## config.mk

```make
export PLATFORM = sky130hd
export DESIGN_NAME = nes_joypad_serializer
export DESIGN_NICKNAME = d
export VERILOG_FILES = /design/src/rtl/nes_joy_pkg.sv /design/src/rtl/nes_joy_port.sv /design/src/rtl/nes_joypad_serializer.sv
export SDC_FILE = /design/constraint.sdc
export NUM_CORES = 1
export LEC_CHECK = 0
export BUFFER_PORTS_ARGS = -buffer_cell sky130_fd_sc_hd__buf_2
export CORE_ASPECT_RATIO = 2
export CORE_MARGIN = 10
export CORE_UTILIZATION = 61
export CTS_CLUSTER_DIAMETER = 80
export DETAILED_ROUTE_END_ITERATION = 10
export PLACE_DENSITY = 0.88
export SETUP_SLACK_MARGIN = 0.05
export SLEW_MARGIN = 20
export SYNTH_ARGS = -nofsm -noshare
export SYNTH_HDL_FRONTEND = slang
export SYNTH_SLANG_ARGS = --single-unit
export TNS_END_PERCENT = 30
```

## constraint.sdc

```tcl
create_clock -name clk -period 2.7 [get_ports clk]
set_input_delay 0 -clock clk [delete_from_list [all_inputs] [get_ports clk]]
set_output_delay 0 -clock clk [all_outputs]
set_load 0.05 [all_outputs]
```

## src/rtl/nes_joy_pkg.sv

```systemverilog
// nes_joy_pkg: shared constants for the NES joypad serializer.
// Button bit order, sequence lengths and Four Score signatures.
package nes_joy_pkg;

    localparam int BTN_A      = 0;
    localparam int BTN_B      = 1;
    localparam int BTN_SELECT = 2;
    localparam int BTN_START  = 3;
    localparam int BTN_UP     = 4;
    localparam int BTN_DOWN   = 5;
    localparam int BTN_LEFT   = 6;
    localparam int BTN_RIGHT  = 7;

    localparam int NES_JOY_LEN_STD = 8;
    localparam int NES_JOY_LEN_FS  = 24;

    // Signatures are stored in LSB-first shift order
    localparam logic [7:0] SIG_PORT0 = 8'h08;
    localparam logic [7:0] SIG_PORT1 = 8'h04;

    // Four Score read word: near pad, far pad, then signature
    function automatic logic [23:0] nes_joy_fs_word(
        input logic [7:0] i_near,
        input logic [7:0] i_far,
        input logic [7:0] i_sig
    );
        return {i_sig, i_far, i_near};
    endfunction

endpackage

```

## src/rtl/nes_joy_port.sv

```systemverilog
// nes_joy_port: one controller port's load/shift/count channel.
// Shifts LSB-first on falling read edges; strobe reloads and wins.
module nes_joy_port
    import nes_joy_pkg::*;
#(
    parameter int W    = 8,
    parameter bit FILL = 1'b1
) (
    input  logic         clk,
    input  logic         resetn,
    input  logic         i_strobe,
    input  logic         i_read,
    input  logic         i_long,
    input  logic [W-1:0] i_load,
    output logic         o_data,
    output logic         o_exhausted
);

    localparam int CW = (W > NES_JOY_LEN_STD) ? 5 : 4;
    localparam logic [CW-1:0] LEN_STD = CW'(NES_JOY_LEN_STD);
    localparam logic [CW-1:0] LEN_FS  = CW'(NES_JOY_LEN_FS);

    logic [W-1:0]  r_shift;
    logic [CW-1:0] r_cnt;
    logic          r_prev;
    logic          r_long;
    logic          r_exh;

    logic          w_fall;
    logic          w_shift;
    logic [CW-1:0] w_len;
    logic [CW-1:0] w_cnt_nxt;

    assign w_len     = r_long ? LEN_FS : LEN_STD;
    assign w_fall    = r_prev & ~i_read;
    assign w_shift   = w_fall & ~i_strobe & (r_cnt != w_len);
    assign w_cnt_nxt = r_cnt + 1'b1;

    // Read edge tracker runs regardless of strobe
    always_ff @(posedge clk or negedge resetn) begin
        if (!resetn) begin
            r_prev <= 1'b0;
        end else begin
            r_prev <= i_read;
        end
    end

    // Reload while strobed, otherwise shift on falling read edges
    always_ff @(posedge clk or negedge resetn) begin
        if (!resetn) begin
            r_shift <= '0;
            r_cnt   <= '0;
            r_long  <= 1'b0;
            r_exh   <= 1'b0;
        end else if (i_strobe) begin
            r_shift <= i_load;
            r_cnt   <= '0;
            r_long  <= i_long;
            r_exh   <= 1'b0;
        end else if (w_shift) begin
            r_shift <= {FILL, r_shift[W-1:1]};
            r_cnt   <= w_cnt_nxt;
            r_exh   <= (w_cnt_nxt == w_len);
        end
    end

    assign o_data      = r_shift[0];
    assign o_exhausted = r_exh;

endmodule

```

## src/rtl/nes_joypad_serializer.sv

```systemverilog
// nes_joypad_serializer: dual-port NES controller serializer.
// Synchronizes pad inputs and builds each port's load word.
module nes_joypad_serializer
    import nes_joy_pkg::*;
#(
    parameter int C_pads      = 2,
    parameter bit C_fourscore = 1'b0,
    parameter bit C_fill      = 1'b1,
    parameter int C_sync      = 2
) (
    input  logic              clk,
    input  logic              resetn,
    input  logic [C_pads*8-1:0] i_buttons,
    input  logic              i_fourscore,
    input  logic              i_strobe,
    input  logic [1:0]        i_read,
    output logic [1:0]        o_data,
    output logic [1:0]        o_exhausted
);

    localparam int NB = C_pads * 8;
    localparam int W  = C_fourscore ? NES_JOY_LEN_FS : NES_JOY_LEN_STD;
    localparam int NP = C_fourscore ? 4 : 2;
    localparam int AW = NP * 8;

    logic [NB-1:0] w_btn;
    logic [AW-1:0] w_all;
    logic          w_fs;

    if (C_sync == 0) begin : g_nosync
        assign w_btn = i_buttons;
    end else begin : g_sync
        logic [NB-1:0] r_sync [C_sync];

        // Multi-flop synchronizer for asynchronous button sources
        always_ff @(posedge clk or negedge resetn) begin
            if (!resetn) begin
                for (int i = 0; i < C_sync; i++) begin
                    r_sync[i] <= '0;
                end
            end else begin
                r_sync[0] <= i_buttons;
                for (int i = 1; i < C_sync; i++) begin
                    r_sync[i] <= r_sync[i-1];
                end
            end
        end

        assign w_btn = r_sync[C_sync-1];
    end

    // Absent pads read as all-released
    assign w_all = AW'(w_btn);
    assign w_fs  = C_fourscore & i_fourscore;

    for (genvar p = 0; p < 2; p++) begin : g_port
        logic [W-1:0] w_load;

        if (C_fourscore) begin : g_fs
            assign w_load = w_fs
                ? nes_joy_fs_word(w_all[8*p +: 8],
                                  w_all[8*(p+2) +: 8],
                                  (p == 0) ? SIG_PORT0 : SIG_PORT1)
                : {{16{C_fill}}, w_all[8*p +: 8]};
        end else begin : g_std
            assign w_load = w_all[8*p +: 8];
        end

        nes_joy_port #(
            .W    (W),
            .FILL (C_fill)
        ) u_port (
            .clk         (clk),
            .resetn      (resetn),
            .i_strobe    (i_strobe),
            .i_read      (i_read[p]),
            .i_long      (w_fs),
            .i_load      (w_load),
            .o_data      (o_data[p]),
            .o_exhausted (o_exhausted[p])
        );
    end

endmodule

```

==> flow_metrics.tcl <==
set metrics [dict create \
    die_h_um 108 \
    hpwl_mm 2.54 \
    start_util_pct 63.9 \
    path_max_fanout 12 \
    track_usage_pct 13.2 \
    hold_path.class "primary input to flop" \
    synth.distinct_cells 26 \
    start_kind "flop" \
    switching_share_pct 23.3 \
    num_vias 1637 \
    post_drt_wl_per_cell_um 13.8 \
    final_cells 297 \
    switching_power_w 0.000445 \
    p_seq_share_pct 51.2 \
    rrSetupSlack_ps 990 \
    worstSkewPairLatency_ps 320 \
    routed_wl_mm 4.09 \
    grt_pass1_vias 1765 \
    irDropWorstVdd_v 0.000514 \
    gp_congestion 0.736 \
    fin_crit_sh_pct 63.4 \
    synth_area_per_cell_um2 11.5 \
    antenna_found_initial 0 \
    drc 0 \
    p_leak_nw 1.25 \
    powerDensity_nw_per_um2 669 \
    clock_skew_ps 5.47 \
    outcome "finished clean" \
    num_rows 31 \
    syn-instance-count 204 \
    area_growth_pct 21.5 \
    p_int_w 0.00147 \
    postCtsSetupRepairBufs 0 \
    power_w 0.00191 \
    die_width_um 63.9 \
    p_clk_share_pct 40.5 \
    cp.arrival_ps 1960 \
    fin_nets 271 \
    setup_violations 0 \
    relSlewSlack_pct 49.8 \
    core_area_um2 3680 \
    critical_path_class "flop to flop" \
    synth.top_cell.area_share_pct 63.8 \
    cts_buffers 9 \
    post_drt_via_cell_ratio 5.51 \
    most-common-layout-cells "dfrtp_1, a21oi_1, buf_2, o21ai_0" \
    grt_max_degree 46 \
    hold_viol_final 0 \
    maxCapViolCount 0 \
    synthTopCellsByArea "dfrtp_1, a21oi_1, nor2b_1" \
    clock-root-buffer "clkbuf_8" \
    port_buffers 24 \
    cts_tree "done" \
    end_kind "flop" \
    ios 26 \
    ys_seq_area_share_pct 63.8 \
    ys_ff_latch 60 \
    rsz0062_at_grt "false" \
    grt_pass1_wl_mm 7.21 \
    yosysWarnings 0 \
    ant_nets 0 \
    die_area_um2 6900 \
    dp_cells 262 \
    p_comb_share_pct 8.3 \
    drive_above_1_share_pct 17.3 \
    drv_slew 0 \
    synth_top_area_cell "dfrtp_1" \
    required_ps 2950 \
    final_common_cell "dfrtp_1" \
    grt_overflow 0 \
    htree_levels 3 \
    clock-sinks 60 \
    tightest_slew_ps 752 \
    timing.fmax_mhz 585 \
    antenna_cells 0 \
    syn_nets 232 \
    clockBufferDepth 2 \
    drtPass1Iterations 4 \
    syn-cell-area_um2 2350 \
    drtIter0Drc 52 \
    fin_tns_setup_ps 0 \
    period_minus_slack_ps 1710 \
    clk_pin_slew_ps 70 \
]
[Yosys cell counts, drive strengths merged]
master   count
a211oi       1
a21boi       2
a21oi       27
a31oi       15
and3b        4
and4b        1
and4bb       1
buf          5
clkbuf      12
dfrtp       60
ha           6
inv          6
nand2        3
nand2b       2
nand3        6
nand3b       2
nor2         1
nor2b       19
nor3b        1
o2111ai      1
o21ai       23
o31ai        2
or3          2
or4          2
[timing repair]
item | 4_1_cts | 5_1_grt
hold buffers | 19 | 0
gates resized for setup | 0 | 0
hold endpoints to repair | 52 | 0
[power by group through the flow]
stage | logic, W | registers, W | clock network [W]
finish | 0.000159 | 0.000980 | 0.000776
global route | 0.000179 | 0.000985 | 0.000836
CTS | 0.000160 | 0.000979 | 0.000802
detailed placement | 0.000137 | 0.000995 | 0
global placement | 0.000132 | 0.000991 | 0
floorplan | 0.0000958 | 0.000988 | 0
[metrics by stage]
step                      hold WS, ps  instance area, um2  setup slack [ps]  utilization [%]
after detailed placement          108                2470              1010             67.0
after floorplan                  -296                2350              1260                -
after global routing              267                2860               855             77.7
after global placement           96.7                2470              1060             67.0
final                             233                2860               989             77.7
after CTS                         217                2860               995             77.7
[registers in the layout (all words and copies together) (netlist names)]
name,flops
w_all,16
g_port.u_port.o_exhausted,2
g_sync.r_sync,16
g_port.u_port.r_cnt,8
g_port.u_port.r_shift,16
g_port.u_port.r_prev,2
[kinds of logic (layout without fill, tap and decap cells)]
logic type	Yosys count	in the layout	share of synthesized area, %
adder cells (fa/ha/maj)	6	6	3.19
buffers and inverters	23	67	4.41
AO/OA/AOI/OAI	71	71	16.6
flip-flops	60	60	63.8
AND/OR/NAND/NOR	44	44	12.1
[worst max-delay path, stage by stage, from the launching register on]
cell	delay (ps)
dfrtp_1	450
inv_1	90
ha_1	210
and3b_1	300
or4_1	430
a21oi_1	140
[cell type report]
type | count | area (um2)
repair buffers | 45 | 325
well taps | 49 | 61.3
inverters | 6 | 22.5
fillers | 227 | 823
flip-flops and latches | 60 | 1500
clock inverters | 6 | 63.8
clock buffers | 10 | 138
multi-input cells | 121 | 749
[path summary, 6_finish.rpt]
check	depth (start not counted)	startpoint	endpoint
worst min-delay path	3	i_strobe	g_port[0].u_port.r_shift[7]$_DFFE_PN0P_
min in group asynchronous	2	resetn	g_port[1].u_port.r_prev$_DFF_PN0_
worst min register to register	0	g_sync.r_sync[24]$_DFF_PN0_	w_all[8]$_DFF_PN0_
worst max register to register	5	g_port[1].u_port.r_cnt[0]$_DFFE_PN0P_	g_port[1].u_port.r_cnt[2]$_DFFE_PN0P_
worst max-delay path	5	g_port[1].u_port.r_cnt[0]$_DFFE_PN0P_	g_port[1].u_port.r_cnt[2]$_DFFE_PN0P_
max in group asynchronous	3	resetn	g_port[0].u_port.r_shift[5]$_DFFE_PN0P_
[layer usage]
| layer | global-route usage [%] | wire length (um) | vias to the layer above | part of all wire [%] |
|---|---|---|---|---|
| met3 | 4.38 | 179 | 13 | 4.4 |
| li1 | - | - | 789 | - |
| met2 | 22.5 | 2190 | 45 | 54 |
| met4 | 8.65 | 123 | 0 | 3.0 |
| met5 | 0 | 0 | - | 0 |
| met1 | 13.1 | 1590 | 790 | 39 |
No activity file was read; power rests on OpenSTA's default activity.
